### src/rtl/affine_tap_sum.sv
`default_nettype none
// ============================================================================
// Module   : affine_tap_sum
// Purpose  : Signed sum of the six affine-interpolation tap products, followed
//            by round, arithmetic shift and clip to the output sample width.
//            Three-stage valid/ready pipeline with a single global advance.
//            Optional macro AFFINE_TAP_SUM_SAT_CNT_EN adds a 16-bit saturating
//            counter (port sat_cnt) of clipped results handed downstream.
// Revision : 1.0  initial release
// ============================================================================
module affine_tap_sum #(
  parameter int IN_SIZE   = 8,
  parameter int PROD_SIZE = 14,
  parameter int ACC_SIZE  = 17,
  parameter int SHIFT     = 6,
  parameter int OUT_SIZE  = 8
) (
  input  logic                        clk,
  input  logic                        rst_n,
  input  logic                        in_valid,
  output logic                        in_ready,
  input  logic                        in_bypass,
  input  logic signed [IN_SIZE-1:0]   x_center,
  input  logic signed [PROD_SIZE-1:0] p0,
  input  logic signed [PROD_SIZE-1:0] p1,
  input  logic signed [PROD_SIZE-1:0] p2,
  input  logic signed [PROD_SIZE-1:0] p3,
  input  logic signed [PROD_SIZE-1:0] p4,
  input  logic signed [PROD_SIZE-1:0] p5,
  output logic                        out_valid,
  input  logic                        out_ready,
  output logic signed [OUT_SIZE-1:0]  y,
  output logic                        sat_flag
`ifdef AFFINE_TAP_SUM_SAT_CNT_EN
  ,
  output logic [15:0]                 sat_cnt
`endif
);

  localparam logic signed [ACC_SIZE-1:0] c_RND  = ACC_SIZE'(2 ** (SHIFT - 1));
  localparam logic signed [ACC_SIZE-1:0] c_YMAX = ACC_SIZE'(2 ** (OUT_SIZE - 1) - 1);
  localparam logic signed [ACC_SIZE-1:0] c_YMIN = ACC_SIZE'(-(2 ** (OUT_SIZE - 1)));

  // Sign-extend one tap product to the accumulator width.
  function automatic logic signed [ACC_SIZE-1:0] sx(input logic signed [PROD_SIZE-1:0] v);
    return {{(ACC_SIZE - PROD_SIZE){v[PROD_SIZE-1]}}, v};
  endfunction

  logic                        w_adv;
  logic signed [ACC_SIZE-1:0]  w_sa;
  logic signed [ACC_SIZE-1:0]  w_sb;
  logic signed [OUT_SIZE-1:0]  w_xc;
  logic signed [ACC_SIZE-1:0]  w_r;
  logic                        w_hi;
  logic                        w_lo;
  logic signed [OUT_SIZE-1:0]  w_y;

  // Stage 1 registers
  logic                        r_v1;
  logic signed [ACC_SIZE-1:0]  r_sa;
  logic signed [ACC_SIZE-1:0]  r_sb;
  logic                        r_byp1;
  logic signed [OUT_SIZE-1:0]  r_xc1;
  // Stage 2 registers
  logic                        r_v2;
  logic signed [ACC_SIZE-1:0]  r_acc;
  logic                        r_byp2;
  logic signed [OUT_SIZE-1:0]  r_xc2;
  // Stage 3 (output) registers
  logic                        r_out_valid;
  logic signed [OUT_SIZE-1:0]  r_y;
  logic                        r_sat;

  // Whole pipe moves together; it only stalls when a result is waiting.
  assign w_adv    = !r_out_valid || out_ready;
  assign in_ready = w_adv;

  // Taps 1 and 4 carry negative coefficients; products arrive as magnitudes.
  assign w_sa = sx(p0) - sx(p1) + sx(p2);
  assign w_sb = sx(p3) - sx(p4) + sx(p5);

  // Centre sample resized to the output width for the unfiltered path.
  if (OUT_SIZE > IN_SIZE) begin : g_xc_sext
    assign w_xc = OUT_SIZE'(x_center);
  end else begin : g_xc_trunc
    assign w_xc = x_center[OUT_SIZE-1:0];
  end

  // Normalise the rounded accumulator and clip to the signed output range.
  assign w_r  = r_acc >>> SHIFT;
  assign w_hi = (w_r > c_YMAX);
  assign w_lo = (w_r < c_YMIN);
  assign w_y  = w_hi ? c_YMAX[OUT_SIZE-1:0] :
                w_lo ? c_YMIN[OUT_SIZE-1:0] : w_r[OUT_SIZE-1:0];

  // Stage 1: split the six-tap sum into two three-term partial sums.
  always_ff @(posedge clk) begin
    if (!rst_n) begin
      r_v1   <= 1'b0;
      r_sa   <= '0;
      r_sb   <= '0;
      r_byp1 <= 1'b0;
      r_xc1  <= '0;
    end else if (w_adv) begin
      r_v1   <= in_valid;
      r_sa   <= w_sa;
      r_sb   <= w_sb;
      r_byp1 <= in_bypass;
      r_xc1  <= w_xc;
    end
  end

  // Stage 2: combine partial sums and add the half-LSB rounding offset.
  always_ff @(posedge clk) begin
    if (!rst_n) begin
      r_v2   <= 1'b0;
      r_acc  <= '0;
      r_byp2 <= 1'b0;
      r_xc2  <= '0;
    end else if (w_adv) begin
      r_v2   <= r_v1;
      r_acc  <= r_sa + r_sb + c_RND;
      r_byp2 <= r_byp1;
      r_xc2  <= r_xc1;
    end
  end

  // Stage 3: select bypass sample or clipped filter result, flag clipping.
  always_ff @(posedge clk) begin
    if (!rst_n) begin
      r_out_valid <= 1'b0;
      r_y         <= '0;
      r_sat       <= 1'b0;
    end else if (w_adv) begin
      r_out_valid <= r_v2;
      if (r_byp2) begin
        r_y   <= r_xc2;
        r_sat <= 1'b0;
      end else begin
        r_y   <= w_y;
        r_sat <= w_hi || w_lo;
      end
    end
  end

  assign out_valid = r_out_valid;
  assign y         = r_y;
  assign sat_flag  = r_sat;

`ifdef AFFINE_TAP_SUM_SAT_CNT_EN
  logic [15:0] r_sat_cnt;

  // Count clipped results as they are handed downstream; stick at all-ones.
  always_ff @(posedge clk) begin
    if (!rst_n) begin
      r_sat_cnt <= '0;
    end else if (r_out_valid && out_ready && r_sat && (r_sat_cnt != 16'hFFFF)) begin
      r_sat_cnt <= r_sat_cnt + 16'd1;
    end
  end

  assign sat_cnt = r_sat_cnt;
`endif

endmodule
`default_nettype wire

### config.mk
export PLATFORM = sky130hd
export DESIGN_NAME = affine_tap_sum
export DESIGN_NICKNAME = d
export VERILOG_FILES = /design/src/rtl/affine_tap_sum.sv
export SDC_FILE = /design/constraint.sdc
export NUM_CORES = 1
export LEC_CHECK = 0
export ABC_AREA = 1
export CAP_MARGIN = 20
export CORE_MARGIN = 2
export CORE_UTILIZATION = 59
export DETAILED_ROUTE_END_ITERATION = 10
export PLACE_DENSITY = 0.87
export SYNTH_ARGS = -nofsm -noshare
export SYNTH_HDL_FRONTEND = slang
export SYNTH_SLANG_ARGS = --single-unit
### constraint.sdc
create_clock -name clk -period 3.9 [get_ports clk]
set_input_delay 0.39 -clock clk [delete_from_list [all_inputs] [get_ports clk]]
set_output_delay 0.39 -clock clk [all_outputs]
set_load 0.03 [all_outputs]
Word-level counts from Yosys, hierarchy flattened
Cells that the tools add are included.

Word-level logic and storage cells: 27. Register bits after elaboration: 81. Bits of input ports: 97. Output and inout port bits: 11.

$lt $le $gt $ge: 2. Add/subtract/negate cells: 6. Multiplexer cells: 4. Reductions and logical operators: 3.

Operators with widths (count): adder 15 x 14 -> 16 bit (2); subtractor 14 x 14 -> 15 bit (2); 2-to-1 mux 8 bit (3); adder 17 bit (1); adder 17 x 7 -> 17 bit, second input constant (1); > comparator 11 x 8 -> 1 bit, second input constant (1); less-than comparator 11 x 8 -> 1 bit, second input constant (1); logical OR 1 bit (2); logical NOT 1 bit (1); 2-to-1 mux 1 bit (1).

Longest topological paths before layout
Word-level depth: 4. Gate-level depth with buffers: 17. Depth with buffers taken out: 17.

Least setup slack after synthesis
Ideal clock, no wire load.

Path kind: input port to flip-flop. Start: input p3[1]. End: register r_sb[14]. Library setup time: 0.117 ns. Data arrival time: 2.080 ns. Path buffers: 0. Stages on the path: 13. Setup slack: 1.703 ns. Data required time: 3.783 ns. Cells stage by stage: inv_1 > fa_1 > fa_1 > inv_1 > nand3_1 > nand2_1 > nand2_1 > nand2_1 > nand2_1 > nand3_1 > nand2_1 > nor2_1 > nor2_1.

Word-level cells in the longest chain between the ends: 2.

Ends and longest elaborated chain: start: declaration (line 27) `input logic signed [PROD_SIZE-1:0] p3,`; subtractor 14 x 14 -> 15 bit (line 80) `assign w_sb = sx(p3) - sx(p4) + sx(p5);`; adder 15 x 14 -> 16 bit (line 80); end signal: assignment (line 107) `r_sb <= w_sb;`; end: declaration (line 61) `logic signed [ACC_SIZE-1:0] r_sb;`.

No other way between the ends. A chain may end at the register's enable or synchronous reset.

Final worst setup path
Start: input p3[2]. End: register r_sb[9].

The elaborated chain is that of the path after synthesis.

==> flow_metrics.env <==
export IMPL_post_synth_instance_area_um2=6440
export IMPL_synth_top_cells_by_area="dfxtp_1, inv_1, nand2_1, ha_1, fa_1"
export IMPL_ctsResizeCount=0
export IMPL_path_class="input port to flip-flop"
export IMPL_starting_utilization_of_the_core_area=0.600
export IMPL_yosys_cell_types_count=28
export IMPL_worstHoldPathType="flip-flop to flip-flop"
export IMPL_finalWeightedCongestion=0.916
export IMPL_die_x_um=109
export IMPL_detailroute_via_count=6272
export IMPL_post_detailed_route_drc_marker_count=0
export IMPL_max_slew_margin_rel=0.537
export IMPL_die_height_um=109
export IMPL_highest_count_cells_in_the_layout_ignoring_fill_and_taps="inv_1, nand2_1, clkdlybuf4s50_1"
export IMPL_setup_violations=0
export IMPL_fmax_mhz=394
export IMPL_postSynthAreaPerCell_um2=6.37
export IMPL_synth_top_area_cell="dfxtp_1"
export IMPL_cts_max_path_bufs=2
export IMPL_grt_first_pass_wirelength_um=25100
export IMPL_yosysSeqAreaShare=0.227
export IMPL_critPathLaunchType="input port"
export IMPL_detail_route_antenna_nets=0
export IMPL_place_area_um2=7620
export IMPL_final_worst_clock_skew_ps=7.81
export IMPL_clock_tree_root_cell="clkbuf_8"
export IMPL_num_nets_final=1296
export IMPL_final_critical_period_ps=2540
export IMPL_via_per_inst=5.00
export IMPL_post_route_cells_drive_above_1_share=0.0215
export IMPL_run_status="complete, no violations"
export IMPL_wl_per_cell_um=11.4
export IMPL_grt_ovfl_total=0
export IMPL_count_of_port_buffers_added_during_placement=107
export IMPL_peakVddDrop_uv=260
export IMPL_drv_slew=0
export IMPL_instances_no_fill=1254
export IMPL_cells_along_the_critical_path="clkdlybuf4s50_1, inv_1, fa_1, inv_1, ha_1, a21oi_1, nor2_1, o21ai_0, nand3_1, nand2_1, nand3_1, nand2_1, inv_1"
export IMPL_ys_ff_latch=73
export IMPL_timing_critical_path_slowest_cell_delay_ps=540
export IMPL_cts_tree="built"
export IMPL_rsz0062_at_grt="false"
export IMPL_antenna_cells_inserted=0
export IMPL_antenna_found_initial=0
export IMPL_grt_use_total=0.259
export IMPL_cts_hold_repair_buffers=0
export IMPL_synth_fp_nets=1198
export IMPL_synth_cells=1012
export IMPL_cp_top_family="adder cells"
export IMPL_crit_buf_inv=4
export IMPL_post_route_cell_area_um2=7840
export IMPL_drtPass1Iterations=5
export IMPL_setup_tns_ps=0
export IMPL_drtIter0Drc=331
export IMPL_cts_buffers_inserted=9
export IMPL_cp_max_delay_cell="fa_1"
export IMPL_via_count_of_the_first_global_routing_pass=6043
export IMPL_dpl_hpwl_um=11200
export IMPL_worst_skew_pair_late_latency_ps=340
export IMPL_period_share=0.651
export IMPL_whs_ps=461
export IMPL_post_cts_repair_setup_buffers=0
export IMPL_grt_start_max_net_pins=77
export IMPL_synthToLayoutAreaGrowth_pct=21.7
export IMPL_most_frequent_standard_cell_in_the_layout_excluding_fill_and_tap_cells="inv_1"
export IMPL_cap_viol_max_count=0
export IMPL_leakage_nw=4.58
export IMPL_io_pins=108
export IMPL_crit_required_ps=4150
export IMPL_timing_worst_slew_pin_value_ps=695
export IMPL_area_of_the_core_region_um2=10700
export IMPL_synth_warning_count=0
export IMPL_die_area_um2=11800
export IMPL_placement_rows=38
export IMPL_arrival_ps=2790
export IMPL_path_clk_slew_ps=80
export IMPL_placed_cells_incl_taps=1239
export IMPL_cts_htree_levels=3
export IMPL_critPathCaptureType="flip-flop"
export IMPL_wirelength_um=14200
export IMPL_power_density_nw_per_um2=427
export IMPL_yosys_area_top_type_share=0.227
export IMPL_final_design_utilization=0.730
export IMPL_final_hold_violation_count=0
export IMPL_path_max_fanout=5
export IMPL_worst_path_most_repeated_cell="inv_1"
export IMPL_cts_sink_count=73
-- Yosys cell counts --
master	number
inv_2	2
or2_2	1
and2_1	3
nor3_1	8
o21bai_1	16
nand2_1	222
nor2_1	83
ha_1	61
dfxtp_1	73
xnor2_1	2
o21ai_1	2
a21oi_1	43
xor2_1	12
a21o_1	2
nand4_1	7
buf_1	1
o211ai_1	3
o21ai_2	1
nand3_1	75
inv_1	266
a31oi_1	7
nor2_4	1
fa_1	28
a21oi_2	1
o21ai_0	69
buf_2	9
clkbuf_1	13
clkinv_1	1
-- report_power, final --
group | total (mW) | switching [mW] | internal (mW)
Sequential | 1.02 | 0.106 | 0.910
Clock | 0.675 | 0.282 | 0.393
Combinational | 1.66 | 0.996 | 0.664
-- metal layers --
layer  track usage  share of wire  up-vias
met2         0.465           0.48      147
met3        0.0410          0.044       19
li1              -              -     3280
met5             0              0        -
met4        0.0540          0.015        0
met1         0.325           0.46     2826
-- worst reg2reg max path: cells and delay by family, from the launching register on --
kind | cells | cell delay (ps)
and+or+nand+nor | 8 | 920
adders and majority gates | 2 | 740
DFF | 1 | 330
-- layout make-up --
type	instances	area, um2
Timing Repair Buffer	110	1090
Sequential cell	73	1460
Tap cell	140	175
Clock buffer	11	151
Clock inverter	4	76.3
Multi-Input combinational cell	647	3880
Fill cell	928	2900
Inverter	269	1010
-- path summary, 6_finish.rpt --
kind                               start   endpoint  slack (ps)  depth (start not counted)
worst max register to register  r_sa[11]  r_acc[16]        1800                         10
worst min register to register  r_xc2[7]   r_xc2[7]         460                          2
worst min-delay path            r_xc2[7]   r_xc2[7]         460                          2
worst max-delay path               p3[2]    r_sb[9]        1360                         13
-- stage by stage --
stage          power (mW)  worst slack (ps)
2_1_floorplan        2.19              1700
3_3_place_gp         2.62              1090
3_5_place_dp         2.66              1030
4_1_cts              3.34              1370
5_1_grt              3.66              1120
6_report             3.35              1360
-- flip-flops by register name, indices dropped and copies added (netlist names) --
signal / count
y: 8
sat_flag: 1
r_byp2: 1
r_v2: 1
r_xc1: 8
r_sb: 16
r_byp1: 1
r_xc2: 8
out_valid: 1
r_acc: 11
r_v1: 1
r_sa: 16
-- cells by family (layout without fill, tap and decap cells) --
family	Yosys count	count (layout)	synth area share
simple gates	400	400	0.255
xor+xnor	14	14	0.0190
buf+inv	292	394	0.172
compound gates	144	144	0.123
flops	73	73	0.227
fa+ha+maj	89	89	0.205
No activity file was read; power rests on OpenSTA's default activity.
